==> src/rtl/common_pkg.sv <==
// Shared types for the join_any completion monitor: FSM states and done_cause bit layout.
package common_pkg;

    typedef enum logic [1:0] {
        ST_IDLE  = 2'd0,
        ST_ARMED = 2'd1,
        ST_DONE  = 2'd2
    } mon_state_e;

    localparam int unsigned CAUSE_W   = 2;
    localparam int unsigned CAUSE_BAL = 0;
    localparam int unsigned CAUSE_TMO = 1;

    typedef logic [CAUSE_W-1:0] cause_t;

    function automatic cause_t make_cause(input logic bal, input logic tmo);
        cause_t c;
        c            = '0;
        c[CAUSE_BAL] = bal;
        c[CAUSE_TMO] = tmo;
        return c;
    endfunction

endpackage

==> src/rtl/sat_cnt_add.sv <==
// Adds the popcount of a strobe vector to a counter, clipping at all-ones.
// raw_c keeps the unclipped sum so callers can compare true totals.
module sat_cnt_add #(
    parameter int unsigned NUM_IN = 4,
    parameter int unsigned CNT_W  = 16
) (
    input  logic [CNT_W-1:0]  cnt_i,
    input  logic [NUM_IN-1:0] inc_i,
    output logic [CNT_W-1:0]  sum_c,
    output logic [CNT_W:0]    raw_c,
    output logic              sat_c
);

    localparam int unsigned PC_W  = $clog2(NUM_IN + 1);
    localparam int unsigned SUM_W = CNT_W + 1;

    logic [PC_W-1:0] pop;

    always_comb begin
        pop = '0;
        for (int unsigned i = 0; i < NUM_IN; i++) begin
            pop = pop + PC_W'(inc_i[i]);
        end
    end

    assign raw_c = SUM_W'(cnt_i) + SUM_W'(pop);
    assign sat_c = raw_c[CNT_W];
    assign sum_c = sat_c ? '1 : raw_c[CNT_W-1:0];

endmodule

==> src/rtl/join_any_monitor.sv <==
// Watches input/output transaction strobes after start and completes on the first of
// balance (equal non-zero counts) or watchdog timeout.
module join_any_monitor
    import common_pkg::*;
#(
    parameter int unsigned NUM_IN      = 4,
    parameter int unsigned CNT_W       = 16,
    parameter int unsigned TIMEOUT_CYC = 500
) (
    input  logic              clk,
    input  logic              rst_n,
    input  logic              start,
    input  logic              clear,
    input  logic [NUM_IN-1:0] in_valid,
    input  logic              out_valid,
    output logic              done,
    output logic [1:0]        done_cause,
    output logic [CNT_W-1:0]  cnt_in,
    output logic [CNT_W-1:0]  cnt_out,
    output logic [CNT_W-1:0]  timer,
    output logic              err_under,
    output logic              err_sat
);

    localparam int unsigned      SUM_W    = CNT_W + 1;
    localparam logic [CNT_W-1:0] TMO_LAST = CNT_W'(TIMEOUT_CYC - 1);

    mon_state_e       state_q, state_d;
    logic [CNT_W-1:0] cnt_in_q, cnt_in_d;
    logic [CNT_W-1:0] cnt_out_q, cnt_out_d;
    logic [CNT_W-1:0] timer_q, timer_d;
    cause_t           cause_q, cause_d;
    logic             under_q, under_d;
    logic             sat_q, sat_d;
    logic             done_q;

    logic [CNT_W-1:0] in_sum, out_sum, tmr_sum;
    logic [CNT_W:0]   in_raw, out_raw, tmr_raw;
    logic             in_sat, out_sat, tmr_sat;
    logic             bal, tmo;

    sat_cnt_add #(
        .NUM_IN (NUM_IN),
        .CNT_W  (CNT_W)
    ) u_add_in (
        .cnt_i (cnt_in_q),
        .inc_i (in_valid),
        .sum_c (in_sum),
        .raw_c (in_raw),
        .sat_c (in_sat)
    );

    sat_cnt_add #(
        .NUM_IN (1),
        .CNT_W  (CNT_W)
    ) u_add_out (
        .cnt_i (cnt_out_q),
        .inc_i (out_valid),
        .sum_c (out_sum),
        .raw_c (out_raw),
        .sat_c (out_sat)
    );

    assign tmr_raw = SUM_W'(timer_q) + SUM_W'(1);
    assign tmr_sat = tmr_raw[CNT_W];
    assign tmr_sum = tmr_sat ? '1 : tmr_raw[CNT_W-1:0];

    // Completion tests look at the registered counts, not this cycle's strobes.
    assign bal = (cnt_in_q == cnt_out_q) && (cnt_out_q != '0);
    assign tmo = (timer_q == TMO_LAST);

    always_comb begin
        state_d   = state_q;
        cnt_in_d  = cnt_in_q;
        cnt_out_d = cnt_out_q;
        timer_d   = timer_q;
        cause_d   = cause_q;
        under_d   = under_q;
        sat_d     = sat_q;

        case (state_q)
            ST_IDLE: begin
                if (start && !clear) begin
                    state_d   = ST_ARMED;
                    cnt_in_d  = '0;
                    cnt_out_d = '0;
                    timer_d   = '0;
                    cause_d   = '0;
                    under_d   = 1'b0;
                    sat_d     = 1'b0;
                end
            end
            ST_ARMED: begin
                if (clear) begin
                    state_d = ST_IDLE;
                end else begin
                    cnt_in_d  = in_sum;
                    cnt_out_d = out_sum;
                    timer_d   = tmr_sum;
                    under_d   = under_q | (out_raw > in_raw);
                    sat_d     = sat_q | in_sat | out_sat | tmr_sat;
                    if (bal || tmo) begin
                        state_d = ST_DONE;
                        cause_d = make_cause(bal, tmo);
                    end
                end
            end
            ST_DONE: begin
                if (clear) begin
                    state_d = ST_IDLE;
                end
            end
            default: begin
                state_d = ST_IDLE;
            end
        endcase
    end

    always_ff @(posedge clk or negedge rst_n) begin
        if (!rst_n) begin
            state_q   <= ST_IDLE;
            cnt_in_q  <= '0;
            cnt_out_q <= '0;
            timer_q   <= '0;
            cause_q   <= '0;
            under_q   <= 1'b0;
            sat_q     <= 1'b0;
            done_q    <= 1'b0;
        end else begin
            state_q   <= state_d;
            cnt_in_q  <= cnt_in_d;
            cnt_out_q <= cnt_out_d;
            timer_q   <= timer_d;
            cause_q   <= cause_d;
            under_q   <= under_d;
            sat_q     <= sat_d;
            done_q    <= (state_d == ST_DONE);
        end
    end

    assign done       = done_q;
    assign done_cause = cause_q;
    assign cnt_in     = cnt_in_q;
    assign cnt_out    = cnt_out_q;
    assign timer      = timer_q;
    assign err_under  = under_q;
    assign err_sat    = sat_q;

endmodule

==> config.mk <==
export PLATFORM = sky130hd
export DESIGN_NAME = join_any_monitor
export DESIGN_NICKNAME = d
export VERILOG_FILES = /design/src/rtl/common_pkg.sv /design/src/rtl/sat_cnt_add.sv /design/src/rtl/join_any_monitor.sv
export SDC_FILE = /design/constraint.sdc
export NUM_CORES = 1
export LEC_CHECK = 0
export ABC_AREA = 1
export BUFFER_PORTS_ARGS = -buffer_cell sky130_fd_sc_hd__buf_4
export CORE_ASPECT_RATIO = 0.6
export CORE_MARGIN = 2
export CORE_UTILIZATION = 35
export CTS_BUF_LIST = sky130_fd_sc_hd__clkbuf_8
export CTS_CLUSTER_DIAMETER = 40
export DETAILED_ROUTE_END_ITERATION = 8
export SETUP_SLACK_MARGIN = 0.15
export SYNTH_ARGS = -nofsm -noshare
export SYNTH_HDL_FRONTEND = slang
export SYNTH_HIERARCHICAL = 1
export SYNTH_SLANG_ARGS = --single-unit
==> constraint.sdc <==
create_clock -name clk -period 8.74 [get_ports clk]
set_input_delay 1.748 -clock clk [delete_from_list [all_inputs] [get_ports clk]]
set_output_delay 1.748 -clock clk [all_outputs]
set_load 0.02 [all_outputs]
======== After elaboration in Yosys (flattened, before gate mapping) ========
Index checks and enable logic that the tools add are counted.
cells by class
  add/sub/neg operators ................... 6
  $lt $le $gt $ge ......................... 1
  equality and inequality tests ........... 8
  muxes and demuxes ....................... 24
  bitwise logic cells ..................... 4
  reduce and logical (&&, ||, !) cells .... 9
operators by type and width
  cell                                                  count
  two-way mux 16 bit                                    7
  case mux 16 bit (2 select lines)                      3
  adder 16 x 1 -> 17 bit                                1
  adder 16 x 1 -> 17 bit, second input constant         1
  adder 16 x 3 -> 17 bit                                1
  > comparator 17 bit                                   1
  equality test 16 bit                                  1
  equality test 16 x 9 -> 1 bit, second input constant  1
  nonzero test 16 bit                                   1
  two-way mux 2 bit                                     7
  adder 3 x 1 -> 3 bit                                  2
  != test 2 bit, second input constant                  3
  case mux 2 bit (3 select lines)                       1
  equality test 2 bit, second input constant            2
  bitwise OR 1 bit                                      4
  case mux 1 bit (2 select lines)                       2
  case mux 2 bit (2 select lines)                       1
  AND reduction 4 bit                                   1
  two-way mux 1 bit                                     3
  AND reduction 3 bit                                   1
  adder 1 x 1 -> 2 bit                                  1
  equality test 2 x 1 -> 1 bit, second input constant   1
  logical AND 1 bit                                     2
  zero test 2 bit                                       1
  other kinds (3)                                       3
word-level totals
  register bits after elaboration ......... 55
  input port bits ......................... 9
  logic and storage cells ................. 60

======== Longest topological paths before layout ========
Gate-level depths: netlist of the first run.
  depth in word-level cells ............... 9
  depth in mapped cells ................... 20
  mapped depth without buffers ............ 20

======== By module ========
Netlist of the first run, hierarchy kept.
by module, submodules not included
  module                   instances  cells an instance  area each (um^2)  seq. area each (um^2)
  join_any_monitor         1          453                3295.7            1376.3
  sat_cnt_add (u_add_in)   1          120                649.4             0.0
  sat_cnt_add (u_add_out)  1          113                584.3             0.0

======== Worst setup path before layout of the first run ========
OpenSTA, ideal clock, no wires.
  kind .................................... in2reg
  start ................................... input in_valid[0]
  end ..................................... register under_q, in the netlist err_under
  setup time .............................. 0.077 ns
  arrival ................................. 4.582 ns
  path slack .............................. 4.081 ns
  stages .................................. 18
  buffers on the path ..................... 1
  cell sequence ........................... fa_1 -> inv_1 -> fa_1 -> inv_1 -> fa_1 -> nand2_2 -> nor3_4 -> nand3_1 -> nor3_1 -> buf_4 -> inv_1 -> ha_1 -> nand4_1 -> nor2_1 -> nand4_1 -> nand3_1 -> nand2_1 -> a21oi_1
between the ends
  cells in the longest elaborated chain, start to end .. 8
RTL lines
  item                                RTL line                 text
  from (decl)                         join_any_monitor.sv:14   input logic [NUM_IN-1:0] in_valid,
  adder 1 x 1 -> 2 bit                sat_cnt_add.sv:22        pop = pop + PC_W'(inc_i[i]);
  adder 3 x 1 -> 3 bit (2 in series)  sat_cnt_add.sv:22
  adder 16 x 3 -> 17 bit              sat_cnt_add.sv:26        assign raw_c = SUM_W'(cnt_i) + SUM_W'(pop);
  named net in_sat                    join_any_monitor.sv:39   logic in_sat, out_sat, tmr_sat;
  > comparator 17 bit                 join_any_monitor.sv:100  under_d = under_q | (out_raw > in_raw);
  bitwise OR 1 bit                    join_any_monitor.sv:100
  two-way mux 1 bit                   join_any_monitor.sv:94   if (clear) begin
  case mux 1 bit (2 select lines)     join_any_monitor.sv:81   case (state_q)
  to (signal assigned)                join_any_monitor.sv:135  under_q <= under_d;
  to (decl)                           join_any_monitor.sv:33   logic under_q, under_d;
The timed path passes the listed nets, and every way through them passes these cells. The select of a mux whose other input is x is not followed.
A chain may end at the register's enable or synchronous reset.

======== Worst setup path in the final report of the first run ========
Ends and elaborated chain as after synthesis.

==> results of run 1 <==
## registers in the layout (all words and copies together) (netlist names)
name and cells:
cnt_in 16, err_under 1, done_cause 2, err_sat 1, timer 16, done 1, cnt_out 16, state_q 2
## final cells by class
cell class / count / area share, %
flip-flops and latches: 55 / 26.20
inverters: 117 / 8.359
clock inverters: 3 / 0.9050
clock buffers: 5 / 1.310
well taps: 170 / 4.049
repair buffers: 63 / 9.002
multi-input cells: 499 / 50.18
## cell usage after synthesis (all sizes together), types with 2 or more instances
master | count | area [um^2]
fa | 3 | 60.06
nand3 | 48 | 260.3
a31oi | 2 | 12.51
buf | 6 | 53.79
nand3b | 5 | 37.54
nor3 | 9 | 83.83
a21oi | 16 | 80.08
dfrtp | 55 | 1376
ha | 21 | 262.8
nand4 | 23 | 158.9
inv | 117 | 439.2
or2 | 2 | 12.51
nor2 | 60 | 272.8
xor2 | 10 | 87.58
o21ai | 61 | 320.3
clkbuf | 9 | 33.78
nand2 | 231 | 914.6
## power breakdown
group	internal, mW	switching (mW)
sequential	0.267	0.0187
combinational	0.0631	0.112
clock	0.0873	0.101
total	0.417	0.231
## logic make-up (layout without fill, tap and decap cells)
family	count (synthesis)	after routing	share of synthesized area [%]
compound gates	84	84	9.973
fa+ha+maj	24	24	7.127
flops	55	55	30.39
buf+inv	132	188	11.63
xor+xnor	11	11	2.127
simple gates	380	380	38.76
## how the worst max path moves through the flow
stage          slack [ns]   endpoint   startpoint  cells past startpoint
2_1_floorplan        4.08  err_under  in_valid[0]                     18
3_3_place_gp         3.83  err_under  in_valid[0]                     18
3_5_place_dp         3.62  err_under  in_valid[0]                     18
4_1_cts              4.01  err_under  in_valid[0]                     18
5_1_grt              3.74  err_under  in_valid[0]                     18
6_report             3.99  err_under  in_valid[0]                     18
## routing by layer
metal | global-route usage (%) | vias to the layer above | share of wire [%]
met5 | 0 | - | 0
met1 | 34.60 | 2180 | 53
li1 | - | 2280 | -
met4 | 3.738 | 0 | 0.90
met3 | 4.478 | 9 | 6.9
met2 | 28.37 | 155 | 39
## worst register-to-register path, delay by kind of cell (launching register included)
kind | cells | cell delay (ns)
buffers and inverters | 3 | 0.23
adders and majority gates | 4 | 1.46
DFF | 1 | 0.46
and+or+nand+nor | 9 | 1.41
AOI/OAI and AO/OA | 1 | 0.12
## cell usage in the layout, fill, tap and decap left out, types with 5 or more instances in the layout
| cell | n |
|---|---|
| nand2_1 | 214 |
| inv_1 | 113 |
| buf_4 | 63 |
| dfrtp_1 | 55 |
| nor2_1 | 49 |
| o21ai_0 | 46 |
| nand3_1 | 44 |
| nand4_1 | 22 |
| ha_1 | 21 |
| nand2_2 | 16 |
| a21oi_1 | 16 |
| o21ai_1 | 11 |
| xor2_1 | 10 |
| nor2_4 | 6 |
| nor3_1 | 5 |
| nand3b_1 | 5 |
| nor2_2 | 5 |
| clkbuf_8 | 5 |
## through the flow
stage,total power [mW],cell area (um^2)
floorplan,0.3962,4529
global placement,0.4619,5137
detailed placement,0.4648,5137
CTS,0.6538,5254
global route,0.6867,5254
finish,0.6481,5254
==> run summary, run 1 <==
WHS Path Cells = 2
clock slew at reported path FFs = 0.12 ns
Synth Net Count = 719
num ports = 62
Critical Path End Type = flip-flop
Die Ht = 92.12 um
R2R depth = 17
Post-Syn Area = 4529 um^2
async set-reset flop share out of synthesis = 100.0%
Clock Skew = 0.01688 ns
dpl cells = 904
first-pass GRT wire length = 22.96 mm
Final Max Slew Viols = 0
TritonRoute pass-1 iters = 5
hold_buf cts = 0
Clock Latency Late Sink = 0.33 ns
Yosys reg bits = 55
die width = 150.9 um
Setup WS pre-CTS = 3.616 ns
post-route ant nets = 0
worst hold path startpoint = done_cause[0]
Buffers & Inverters on Critical Path = 4
Sequential Area = 1376 um^2
Post-Syn Area per Cell = 6.603 um^2
Clock Path Buffers = 2
global placement routability congestion = 0.9418
Post-CTS Resized = 0
type of the tightest min-delay check = reg -> reg
Clock Sinks = 55
H-tree depth = 2
gr usage total = 21.30%
PD cells = 123.4 nW/um^2
Initial Util = 35.57%
relative slew slack = 48.32%
# nets final = 774
Hold WS = 0.5177 ns
DR WL/cell = 15.58 um
vias in the first global route = 4388
GRT overflow = 0
setup tns final = 0 ns
Final HPWL DP = 11.16 mm
core area = 12730 um^2
# port buffers = 61
post-route minimum period = 4.755 ns
Crit path max-delay family = simple AND/OR/NAND/NOR gates
Max Cap Viol = 0
initial antenna violation count = 0
cell with the largest stage delay on the worst path = fa_1
final hold viol count = 0
Critical Path Start Type = input pin
Leakage = 2.818 nW
Detailed Route Iter0 Violations = 456
status = completed
Final Core Density = 41.26%
DRC viols = 0
worst path cell trace = buf_4 -> fa_1 -> inv_1 -> fa_1 -> inv_1 -> fa_1 -> nand2_2 -> nor3_4 -> nand3_1 -> nor3_1 -> inv_1 -> ha_1 -> nand4_1 -> nor2_1 -> nand4_1 -> nand3_1 -> nand2_1 -> a21oi_1
sequential fraction of the synthesis area = 30.39%
R2R Setup Slk = 5.01 ns
synth unique cells = 38
EDFF count, synth = 0
share of layout cells above drive strength 1 = 15.90%
critical path required time = 9.01 ns
Yosys warnings = 6
Syn Inst Count = 686
via count = 4624
largest stage delay on the critical path = 0.50 ns
root buf cell = clkbuf_8
final non-filler cell total = 912
unrepaired setup endpoints after global routing = false
prevailing post-synth register cell = dfrtp_1
postcts setup bufs = 0
total wire length = 14.21 mm
Tightest Pin Transition = 0.7743 ns
row count = 32
area occupied by multi-input gates = 2636 um^2
final cycle utilization of the critical path = 54.40%
RR Startpoint = cnt_in[0]
maximum vdd ir drop = 65.85 uV
CTS Buf Count = 5
r2r endpoint = err_under
TritonCTS clock tree = built
synth-to-layout area growth = 15.99%
Antenna Cells = 0
Vias/cell = 5.070
fmax = 210.3 MHz
WP data arrival = 5.02 ns
pin count of the biggest net entering global routing = 56
Final WS setup = 3.985 ns
CP Class = in -> reg
worst-path maximum fanout = 6
Hold Path End = done_cause[0]
Final Setup Violations = 0
die area = 13900 um^2
Filler Cells Inserted = 1352
(Power assumes the default switching activity.)
==> run 2: changes to the inputs <==
ABC_AREA = 0   (was 1)
clock period = 3.9 ns   (was 8.74 ns; I/O delays follow)
==> run summary, run 2 <==
Post-Syn Area = 4079 um^2 (-9.9%)
pin count of the biggest net entering global routing = 56 (unchanged)
status = completed
top-count cell post-synth = dfrtp_1
Vias/cell = 5.493 (+8.3%)
global placement routability congestion = 0.9007 (-4.4%)
Clock Sinks = 55 (unchanged)
Detailed Route Iter0 Violations = 363 (-20%)
# port buffers = 61 (unchanged)
top-area cell type share of the netlist area = 33.74% (+3.4 points)
via count = 3669 (-21%)
vias in the first global route = 3391 (-23%)
die width = 143.4 um (-5.0%)
gr usage total = 18.86% (-2.4 points)
sequential fraction of the synthesis area = 33.74% (+3.4 points)
top cells by area, synth = dfrtp_1, a22o_1, ha_1
Antenna Cells = 0 (unchanged)
Clock Path Buffers = 2 (unchanged)
EDFF count, synth = 0 (unchanged)
total wire length = 11.77 mm (-17%)
GRT overflow = 0 (unchanged)
# nets final = 540 (-30%)
met1 track utilization from global routing = 30.76% (-3.8 points)
Clock Skew = 0.01068 ns (-0.006195 ns)
unrepaired setup endpoints after global routing = true
met2 usage = 25.19% (-3.2 points)
Yosys top cell by area = dfrtp_1
DP Area = 4751 um^2 (-7.5%)
Final Cell Area = 4910 um^2 (-6.5%)
maximum vdd ir drop = 330.6 uV (+400%)
CTS Buf Count = 5 (unchanged)
prevailing post-synth register cell = dfrtp_1
largest stage delay on the critical path = 0.49 ns (about the same)
Final HPWL DP = 8.725 mm (-22%)
most frequent cells in the layout = buf_4, dfrtp_1, a22o_1
critical path required time = 4.09 ns (-4.92 ns)
initial antenna violation count = 0 (unchanged)
Critical Path Start Type = input pin
type of the tightest min-delay check = in -> async
async set-reset flop share out of synthesis = 100.0% (unchanged)
Clock Latency Late Sink = 0.32 ns (about the same)
post-route minimum period = 3.698 ns
DRC viols = 0 (unchanged)
synth-to-layout area growth = 20.37%
CP Class = in -> reg
TritonRoute pass-1 iters = 5 (unchanged)
core area = 11340 um^2 (-11%)
Most Used Layer, Global Route = met1
Hold WS = 0.5101 ns (-0.007612 ns)
Die Ht = 87.62 um (-4.9%)
post-route ant nets = 0 (unchanged)
cell with the largest stage delay on the worst path = fa_1
Final Max Slew Viols = 0 (unchanged)
TritonCTS clock tree = built
synth unique cells = 60 (+58%)
Crit path max-delay family = adder cells
commonest non-fill, non-tap cell in the layout = buf_4
Max Cap Viol = 0 (unchanged)
relative slew slack = 47.20% (-1.1 points)
row count = 30 (-6.3%)
WP data arrival = 3.89 ns (-1.13 ns)
worst path cell trace = buf_4 -> fa_1 -> inv_1 -> fa_2 -> nand2b_4 -> buf_4 -> a2111oi_4 -> xor2_1 -> inv_1 -> ha_1 -> nand4_1 -> nor4_2 -> a21oi_1 -> o21ai_1 -> a31oi_1
R2R depth = 14 (-3)
Initial Util = 35.98% (+0.41 points)
share of layout cells above drive strength 1 = 23.82% (+7.9 points)
die area = 12560 um^2 (-9.6%)
final hold viol count = 0 (unchanged)
final cycle utilization of the critical path = 94.81%
Crit path depth = 15 (-3)
root buf cell = clkbuf_8
Final Setup Violations = 0 (unchanged)
Synth Net Count = 480 (-33%)
met3 Resource Use GR = 4.046% (-0.43 points)
worst-path maximum fanout = 4 (-2)
fmax = 270.4 MHz
R2R Setup Slk = 0.26 ns (-4.75 ns)
top cells by count, synth = dfrtp_1, inv_1, a22o_1, xor2_1, nand2_1
Buffers & Inverters on Critical Path = 4 (unchanged)
Post-Syn Area per Cell = 9.125 um^2 (+38%)
PD cells = 402.1 nW/um^2 (+230%)
Leakage = 2.524 nW (-10%)
clock slew at reported path FFs = 0.10 ns (-0.02 ns)
Critical Path End Type = flip-flop
num ports = 62 (unchanged)
Yosys warnings = 6 (unchanged)
first-pass GRT wire length = 18.51 mm (-19%)
Tightest Pin Transition = 0.7890 ns (+0.01468 ns)
Yosys reg bits = 55 (unchanged)
H-tree depth = 2 (unchanged)
Syn Inst Count = 447 (-35%)
DR WL/cell = 17.62 um (+13%)
-- run 2: changes by cell type after synthesis, sizes merged, moves of 20 or more --
cell,before,now
inv,117,34
nor2,60,20
xor2,10,30
nand2,231,29
nand3,48,23
a22o,1,33
o21ai,61,29
-- run 2: final cells by class --
class | count | area, um^2
multi-input combinational | 340 | 2569
timing repair buffer | 71 | 536.8
inverter | 34 | 127.6
fill | 1127 | 6426
sequential | 55 | 1376
tap | 160 | 200.2
clock buffer | 7 | 96.34
clock inverter | 1 | 3.754
-- run 2: timing repair --
item | 4_1_cts | 5_1_grt
setup buffers | 0 | 1
endpoints found under the setup margin | 0 | 1
gates resized for setup | 0 | 7
hold buffers | 0 | 0
endpoints found under the hold margin | 0 | 0
-- run 2: cells by family after synthesis --
group                    Yosys count  share of synthesized area, %
adder cells (fa/ha/maj)           24                         7.914
XOR/XNOR                          42                         9.018
multiplexers                       3                        0.8282
AO/OA/AOI/OAI                    112                         19.23
buffers and inverters             52                         5.491
AND/OR/NAND/NOR                  159                         23.77
flip-flops                        55                         33.74
-- run 2: metal layers --
layer	part of all wire, %	up-vias	routed length [um]
met5	0	-	0
met1	52	1796	6073
li1	-	1738	-
met3	7.8	7	917
met4	0.54	0	64
met2	40	128	4711
-- run 2: path summary, 6_finish.rpt --
check,start,to
setup / recovery,in_valid[2],err_under
hold / removal,rst_n,cnt_in[14]
setup reg to reg,cnt_in[0],err_under
hold reg to reg,state_q[1],state_q[1]
max in group asynchronous,rst_n,err_under
min in group clk,state_q[1],state_q[1]
-- run 2: worst register-to-register path, delay by kind of cell, from the launching register on --
kind | cells | cell delay, ns
buf+inv | 3 | 0.28
simple gates | 3 | 0.61
fa+ha+maj | 3 | 1.24
compound gates | 4 | 0.68
xor+xnor | 1 | 0.23
flops | 1 | 0.46
-- run 2: report_power, final --
| part | switching (mW) | internal (mW) |
|---|---|---|
| Sequential | 0.113 | 0.629 |
| Combinational | 0.534 | 0.341 |
| Clock | 0.196 | 0.160 |
| Total | 0.844 | 1.13 |
-- run 2: stage by stage --
| step | util, % | cells | TNS (ns) | power [mW] | worst slack [ns] |
|---|---|---|---|---|---|
| 3_5_place_dp | 41.91 | 659 | -0.1498 | 1.603 | -0.1498 |
| 6_report | 43.31 | 668 | 0 | 1.974 | 0.2024 |
| 4_1_cts | 42.79 | 667 | 0 | 1.968 | 0.2003 |
| 3_3_place_gp | 41.91 | 659 | -0.03263 | 1.582 | -0.03263 |
| 5_1_grt | 43.31 | 668 | 0 | 2.109 | 0.03037 |
| 2_1_floorplan | - | 447 | 0 | 1.272 | 0.09162 |
